[config.mk]
export PLATFORM = sky130hd
export DESIGN_NAME = win_scanner
export DESIGN_NICKNAME = d
export VERILOG_FILES = /design/src/rtl/connect_pkg.sv /design/src/rtl/win_line_eval.sv /design/src/rtl/win_scanner.sv
export SDC_FILE = /design/constraint.sdc
export NUM_CORES = 1
export LEC_CHECK = 0
export CORE_MARGIN = 1
export CORE_UTILIZATION = 35
export CTS_BUF_LIST = sky130_fd_sc_hd__clkbuf_4 sky130_fd_sc_hd__clkbuf_8 sky130_fd_sc_hd__clkbuf_16
export DETAILED_ROUTE_END_ITERATION = 6
export GPL_ROUTABILITY_DRIVEN = 0
export PLACE_DENSITY_LB_ADDON = 0.08
export SYNTH_ARGS = -nofsm -noshare
export SYNTH_HDL_FRONTEND = slang
export SYNTH_SLANG_ARGS = --single-unit
export TNS_END_PERCENT = 1
[constraint.sdc]
create_clock -name clk -period 6.13 [get_ports clk]
set_input_delay 0.9195 -clock clk [delete_from_list [all_inputs] [get_ports clk]]
set_output_delay 0.9195 -clock clk [all_outputs]
set_load 0.01 [all_outputs]
[src/rtl/connect_pkg.sv]
// Shared encodings for the Connect-4 win scanner and the game FSM.
package connect_pkg;

    localparam logic [1:0] STILL_PLAYING = 2'b00;
    localparam logic [1:0] P1_WINS       = 2'b01;
    localparam logic [1:0] P2_WINS       = 2'b10;
    localparam logic [1:0] TIE           = 2'b11;

    localparam logic [1:0] DIR_H  = 2'b00;
    localparam logic [1:0] DIR_V  = 2'b01;
    localparam logic [1:0] DIR_DR = 2'b10;
    localparam logic [1:0] DIR_DL = 2'b11;

    typedef enum logic {StIdle, StScan} scan_state_e;

    function automatic int unsigned idx_width(input int unsigned n);
        return (n > 1) ? $clog2(n) : 1;
    endfunction

endpackage

[src/rtl/win_line_eval.sv]
// Combinational line checker: for the given anchor, flags a win in each of H, V, DR, DL.
module win_line_eval
    import connect_pkg::*;
#(
    parameter int unsigned ROWS    = 6,
    parameter int unsigned COLS    = 7,
    parameter int unsigned WIN_LEN = 4,
    parameter int unsigned RW      = idx_width(ROWS),
    parameter int unsigned CW      = idx_width(COLS)
) (
    input  logic [ROWS*COLS-1:0] snap_board,
    input  logic [ROWS*COLS-1:0] snap_owner,
    input  logic [RW-1:0]        row,
    input  logic [CW-1:0]        col,
    output logic [3:0]           win,
    output logic [3:0]           owner
);

    logic [3:0] win_grid [ROWS][COLS];
    logic       own_grid [ROWS][COLS];

    // Lines that would leave the board are pruned here, so they can never report a win.
    for (genvar r = 0; r < int'(ROWS); r++) begin : g_row
        for (genvar c = 0; c < int'(COLS); c++) begin : g_col
            assign own_grid[r][c] = snap_owner[r*int'(COLS)+c];
            for (genvar d = 0; d < 4; d++) begin : g_dir
                localparam int DR = (d == 0) ? 0 : 1;
                localparam int DC = (d == 1) ? 0 : ((d == 3) ? -1 : 1);
                localparam int ER = r + DR * (int'(WIN_LEN) - 1);
                localparam int EC = c + DC * (int'(WIN_LEN) - 1);
                if (ER < int'(ROWS) && EC >= 0 && EC < int'(COLS)) begin : g_in
                    logic [WIN_LEN-1:0] occ;
                    logic [WIN_LEN-1:0] own;
                    for (genvar i = 0; i < int'(WIN_LEN); i++) begin : g_cell
                        localparam int IDX = (r + DR * i) * int'(COLS) + c + DC * i;
                        assign occ[i] = snap_board[IDX];
                        assign own[i] = snap_owner[IDX];
                    end
                    assign win_grid[r][c][d] = (&occ) && ((&own) || !(|own));
                end else begin : g_out
                    assign win_grid[r][c][d] = 1'b0;
                end
            end
        end
    end

    assign win   = win_grid[row][col];
    assign owner = {4{own_grid[row][col]}};

endmodule

[src/rtl/win_scanner.sv]
// Sequential Connect-4 win detector: snapshots the board on start, then scans one anchor per clock.
module win_scanner
    import connect_pkg::*;
#(
    parameter int unsigned ROWS    = 6,
    parameter int unsigned COLS    = 7,
    parameter int unsigned WIN_LEN = 4
) (
    input  logic                         clk,
    input  logic                         rst_n,
    input  logic                         start,
    input  logic [ROWS*COLS-1:0]         game_board,
    input  logic [ROWS*COLS-1:0]         player_cells,
    output logic                         busy,
    output logic                         done,
    output logic [1:0]                   game_status,
    output logic [$clog2(ROWS*COLS)-1:0] win_anchor,
    output logic [1:0]                   win_dir
);

    localparam int unsigned CELLS = ROWS * COLS;
    localparam int unsigned IW    = $clog2(CELLS);
    localparam int unsigned RW    = idx_width(ROWS);
    localparam int unsigned CW    = idx_width(COLS);
    localparam int unsigned MAXD  = (ROWS > COLS) ? ROWS : COLS;
    localparam logic [IW-1:0] LAST_IDX = IW'(CELLS - 1);
    localparam logic [CW-1:0] LAST_COL = CW'(COLS - 1);

    if (WIN_LEN < 2 || WIN_LEN > MAXD) begin : g_bad_win_len
        $error("win_scanner: WIN_LEN must lie in 2..max(ROWS, COLS)");
    end

    scan_state_e      state;
    logic [CELLS-1:0] snap_board;
    logic [CELLS-1:0] snap_owner;
    logic [IW-1:0]    idx;
    logic [RW-1:0]    row;
    logic [CW-1:0]    col;

    logic [3:0] win;
    logic [3:0] owner;
    logic       hit;
    logic [1:0] hit_dir;
    logic       hit_owner;

    win_line_eval #(
        .ROWS    (ROWS),
        .COLS    (COLS),
        .WIN_LEN (WIN_LEN),
        .RW      (RW),
        .CW      (CW)
    ) u_eval (
        .snap_board (snap_board),
        .snap_owner (snap_owner),
        .row        (row),
        .col        (col),
        .win        (win),
        .owner      (owner)
    );

    always_comb begin
        hit     = |win;
        hit_dir = DIR_H;
        if (win[0])      hit_dir = DIR_H;
        else if (win[1]) hit_dir = DIR_V;
        else if (win[2]) hit_dir = DIR_DR;
        else if (win[3]) hit_dir = DIR_DL;
        hit_owner = owner[hit_dir];
    end

    always_ff @(posedge clk) begin
        if (!rst_n) begin
            state       <= StIdle;
            busy        <= 1'b0;
            done        <= 1'b0;
            game_status <= STILL_PLAYING;
            win_anchor  <= '0;
            win_dir     <= DIR_H;
            idx         <= '0;
            row         <= '0;
            col         <= '0;
        end else begin
            done <= 1'b0;
            unique case (state)
                StIdle: begin
                    if (start) begin
                        snap_board <= game_board;
                        snap_owner <= player_cells;
                        idx        <= '0;
                        row        <= '0;
                        col        <= '0;
                        busy       <= 1'b1;
                        state      <= StScan;
                    end
                end
                StScan: begin
                    if (hit) begin
                        game_status <= hit_owner ? P2_WINS : P1_WINS;
                        win_anchor  <= idx;
                        win_dir     <= hit_dir;
                        done        <= 1'b1;
                        busy        <= 1'b0;
                        state       <= StIdle;
                    end else if (idx == LAST_IDX) begin
                        game_status <= (&snap_board) ? TIE : STILL_PLAYING;
                        win_anchor  <= '0;
                        win_dir     <= DIR_H;
                        done        <= 1'b1;
                        busy        <= 1'b0;
                        state       <= StIdle;
                    end else begin
                        idx <= idx + 1'b1;
                        // Separate row/col counters avoid dividing the anchor index.
                        if (col == LAST_COL) begin
                            col <= '0;
                            row <= row + 1'b1;
                        end else begin
                            col <= col + 1'b1;
                        end
                    end
                end
                default: state <= StIdle;
            endcase
        end
    end

endmodule

==> flow_metrics.env <==
export IMPL_outcome="complete, but fails checks"
export IMPL_violations="design-rule violations"
export IMPL_power_density_nw_per_um2=221
export IMPL_die_w_um=140
export IMPL_finalSetupViolCount=0
export IMPL_intPower_mw=1.27
export IMPL_avgViaCountPerCell=6.83
export IMPL_drive_gt1_frac=0.0647
export IMPL_detail_route_wirelength_um=24000
export IMPL_skew_ns=0.00683
export IMPL_ys_seq_area_frac=0.452
export IMPL_n_fill_cell=1773
export IMPL_hold_path_cell_count=1
export IMPL_p_comb_frac=0.121
export IMPL_cts_buffers=9
export IMPL_syn_area_per_cell_um2=9.89
export IMPL_finalCritPeriodShare=0.596
export IMPL_clkPwrFrac=0.355
export IMPL_die_h_um=140
export IMPL_fmax_ghz=0.274
export IMPL_cap_viol_max_count=0
export IMPL_netlist_instances=677
export IMPL_relSlewSlack=0.284
export IMPL_die_area_um2=19700
export IMPL_worstSetupPathType="register to register"
export IMPL_root_buffer="clkbuf_16"
export IMPL_tightest_slew_ns=1.07
export IMPL_required_ns=6.39
export IMPL_synth_main_ff_cell="edfxtp_1"
export IMPL_hpwl_um=16700
export IMPL_ios=99
export IMPL_htreeDepth=3
export IMPL_grt_use_total=0.246
export IMPL_firstDrtPassIters=7
export IMPL_netlist_area_um2=6690
export IMPL_worst_endpoint_arrival_ns=3.91
export IMPL_period_needed_ns=3.65
export IMPL_coreArea_um2=18700
export IMPL_synth_seq_cells=109
export IMPL_power_frac_seq=0.524
export IMPL_clock_latency_ns=0.36
export IMPL_hold_path_class="register to register"
export IMPL_port_buffers=98
export IMPL_drt_iter0_drc=822
export IMPL_rows=50
export IMPL_critical_path_max_stage_delay_ns=1.03
export IMPL_ant_nets=0
export IMPL_final_util=0.428
export IMPL_drc=17
export IMPL_power_leakage_nw=2.36
export IMPL_tns_ns=0
export IMPL_fin_nets=811
export IMPL_peakVddDrop_v=0.000127
export IMPL_worstPathMaxFanout=26
export IMPL_worstSetupEndpointType="register"
export IMPL_cts_sinks=109
export IMPL_initial_utilization=0.358
export IMPL_rsz0062_at_grt="no"
export IMPL_drv_slew=0
export IMPL_clk_pin_slew_ns=0.08
export IMPL_start_kind="register"
export IMPL_async_flop_share=0
export IMPL_antenna_found_initial=0
export IMPL_grt_max_degree=51
export IMPL_cts_tree="done"
export IMPL_diodes=0
export IMPL_grt_pass1_wl_um=36700
export IMPL_crit_slowest_cell="dfxtp_1"
export IMPL_clock_path_buffers=2
export IMPL_vias=6556
export IMPL_syn_nets=767
export IMPL_area_growth_pct=19.7
export IMPL_first_global_vias=5943
export IMPL_avgRoutedWirePerCell_um=25.0
export IMPL_cts_setup_buffers=0
export IMPL_switching_share=0.280
export IMPL_overflow=0
export IMPL_holdBufCountCts=0
export IMPL_cts_resized=0
export IMPL_r2r_cells=8
export IMPL_hold_viol=0
export IMPL_yosysWarnings=0
export IMPL_crit_chain="inv_1 > o211ai_1 > a221oi_1 > o21ai_0 > nand4_2 > o31ai_4 > nor2_1 > a211o_1"
export IMPL_switching_power_mw=0.496
export IMPL_synthDistinctLibCells=73
export IMPL_synth_edf_count=84
[flip-flops by register name (all words and copies together), names as in the netlist]
name,cells
state,1
snap_owner,42
row,3
col,3
busy,1
win_anchor,6
win_dir,2
snap_board,42
idx,6
done,1
game_status,2
[final timing paths]
| kind | start | end | slack (ns) |
|---|---|---|---|
| worst min-delay path | busy | busy | 0.48 |
| worst max register to register | row[0] | idx[4] | 2.48 |
| worst max-delay path | row[0] | idx[4] | 2.48 |
| worst min register to register | busy | busy | 0.48 |
[layer usage]
layer,global-route usage,part of all wire,vias up
li1,-,-,2869
met1,0.337,0.42,3128
met4,0.114,0.043,0
met5,0,0,-
met3,0.0609,0.098,100
met2,0.366,0.43,459
[Yosys cell counts (14+ instances only)]
library cell / instances / area, µm²
o21ai_0: 20 / 100
nand2_1: 42 / 158
dfxtp_1: 25 / 500
nor4_1: 31 / 194
or4_1: 34 / 255
a211oi_1: 20 / 150
clkbuf_1: 47 / 176
nor2_1: 21 / 78.8
buf_2: 17 / 85.1
and4_1: 15 / 131
inv_1: 14 / 52.6
nor3_1: 16 / 80.1
a21oi_1: 29 / 145
edfxtp_1: 84 / 2520
nand4_1: 67 / 419
nand3_1: 36 / 180
[kinds of logic (layout without fill, tap and decap cells)]
| family | after synthesis | after routing | share of synthesized area |
|---|---|---|---|
| adders and majority gates | 3 | 3 | 0.00561 |
| muxes | 16 | 16 | 0.0428 |
| AOI/OAI and AO/OA | 157 | 157 | 0.170 |
| buffers and inverters | 83 | 132 | 0.0542 |
| DFF | 109 | 109 | 0.452 |
| and+or+nand+nor | 309 | 309 | 0.276 |
[per-stage QoR]
step,setup WS (ns),hold slack (ns),instance area [µm²],std cells,power (mW)
floorplan,0.624,0.467,6690,677,1.03
global placement,2.37,0.455,7690,944,1.15
detailed placement,2.27,0.466,7690,944,1.15
CTS,2.55,0.485,8010,960,1.78
global route,2.33,0.497,8010,960,1.82
finish,2.48,0.476,8010,960,1.77
[power by group through the flow]
stage | Sequential, mW | Combinational [mW] | Clock (mW)
final | 0.927 | 0.215 | 0.627
after global routing | 0.929 | 0.231 | 0.664
after CTS | 0.920 | 0.215 | 0.642
after detailed placement | 0.937 | 0.213 | 0
after global placement | 0.937 | 0.211 | 0
after floorplan | 0.879 | 0.150 | 0
[area by class of cell]
type,count,area (µm²),share of cell area
well taps,234,293,0.0366
clock inverters,7,91.3,0.0114
flip-flops and latches,109,3020,0.377
multi-input cells,485,3310,0.414
clock buffers,9,225,0.0281
inverters,14,52.6,0.00656
repair buffers,102,1010,0.126
[layout by cell type, fill, tap and decap left out, drive strengths merged, types with 11 or more instances in the layout]
cell,synthesis,layout
a211oi,21,21
a21oi,29,29
and3,12,12
and4,15,15
clkdlybuf4s50,0,98
dfxtp,25,25
edfxtp,84,84
inv,14,18
nand2,42,42
nand3,37,37
nand4,68,68
nor2,22,22
nor3,18,18
nor4,32,32
o211ai,11,11
o21ai,23,23
or4,35,35
[worst max-delay path: cells and delay by family, from the launching register on]
family / cells / cell delay, ns
simple gates: 2 / 0.51
buf+inv: 1 / 0.44
flops: 1 / 1.03
compound gates: 5 / 1.55
Note: power is estimated with default switching activity, not from simulation.
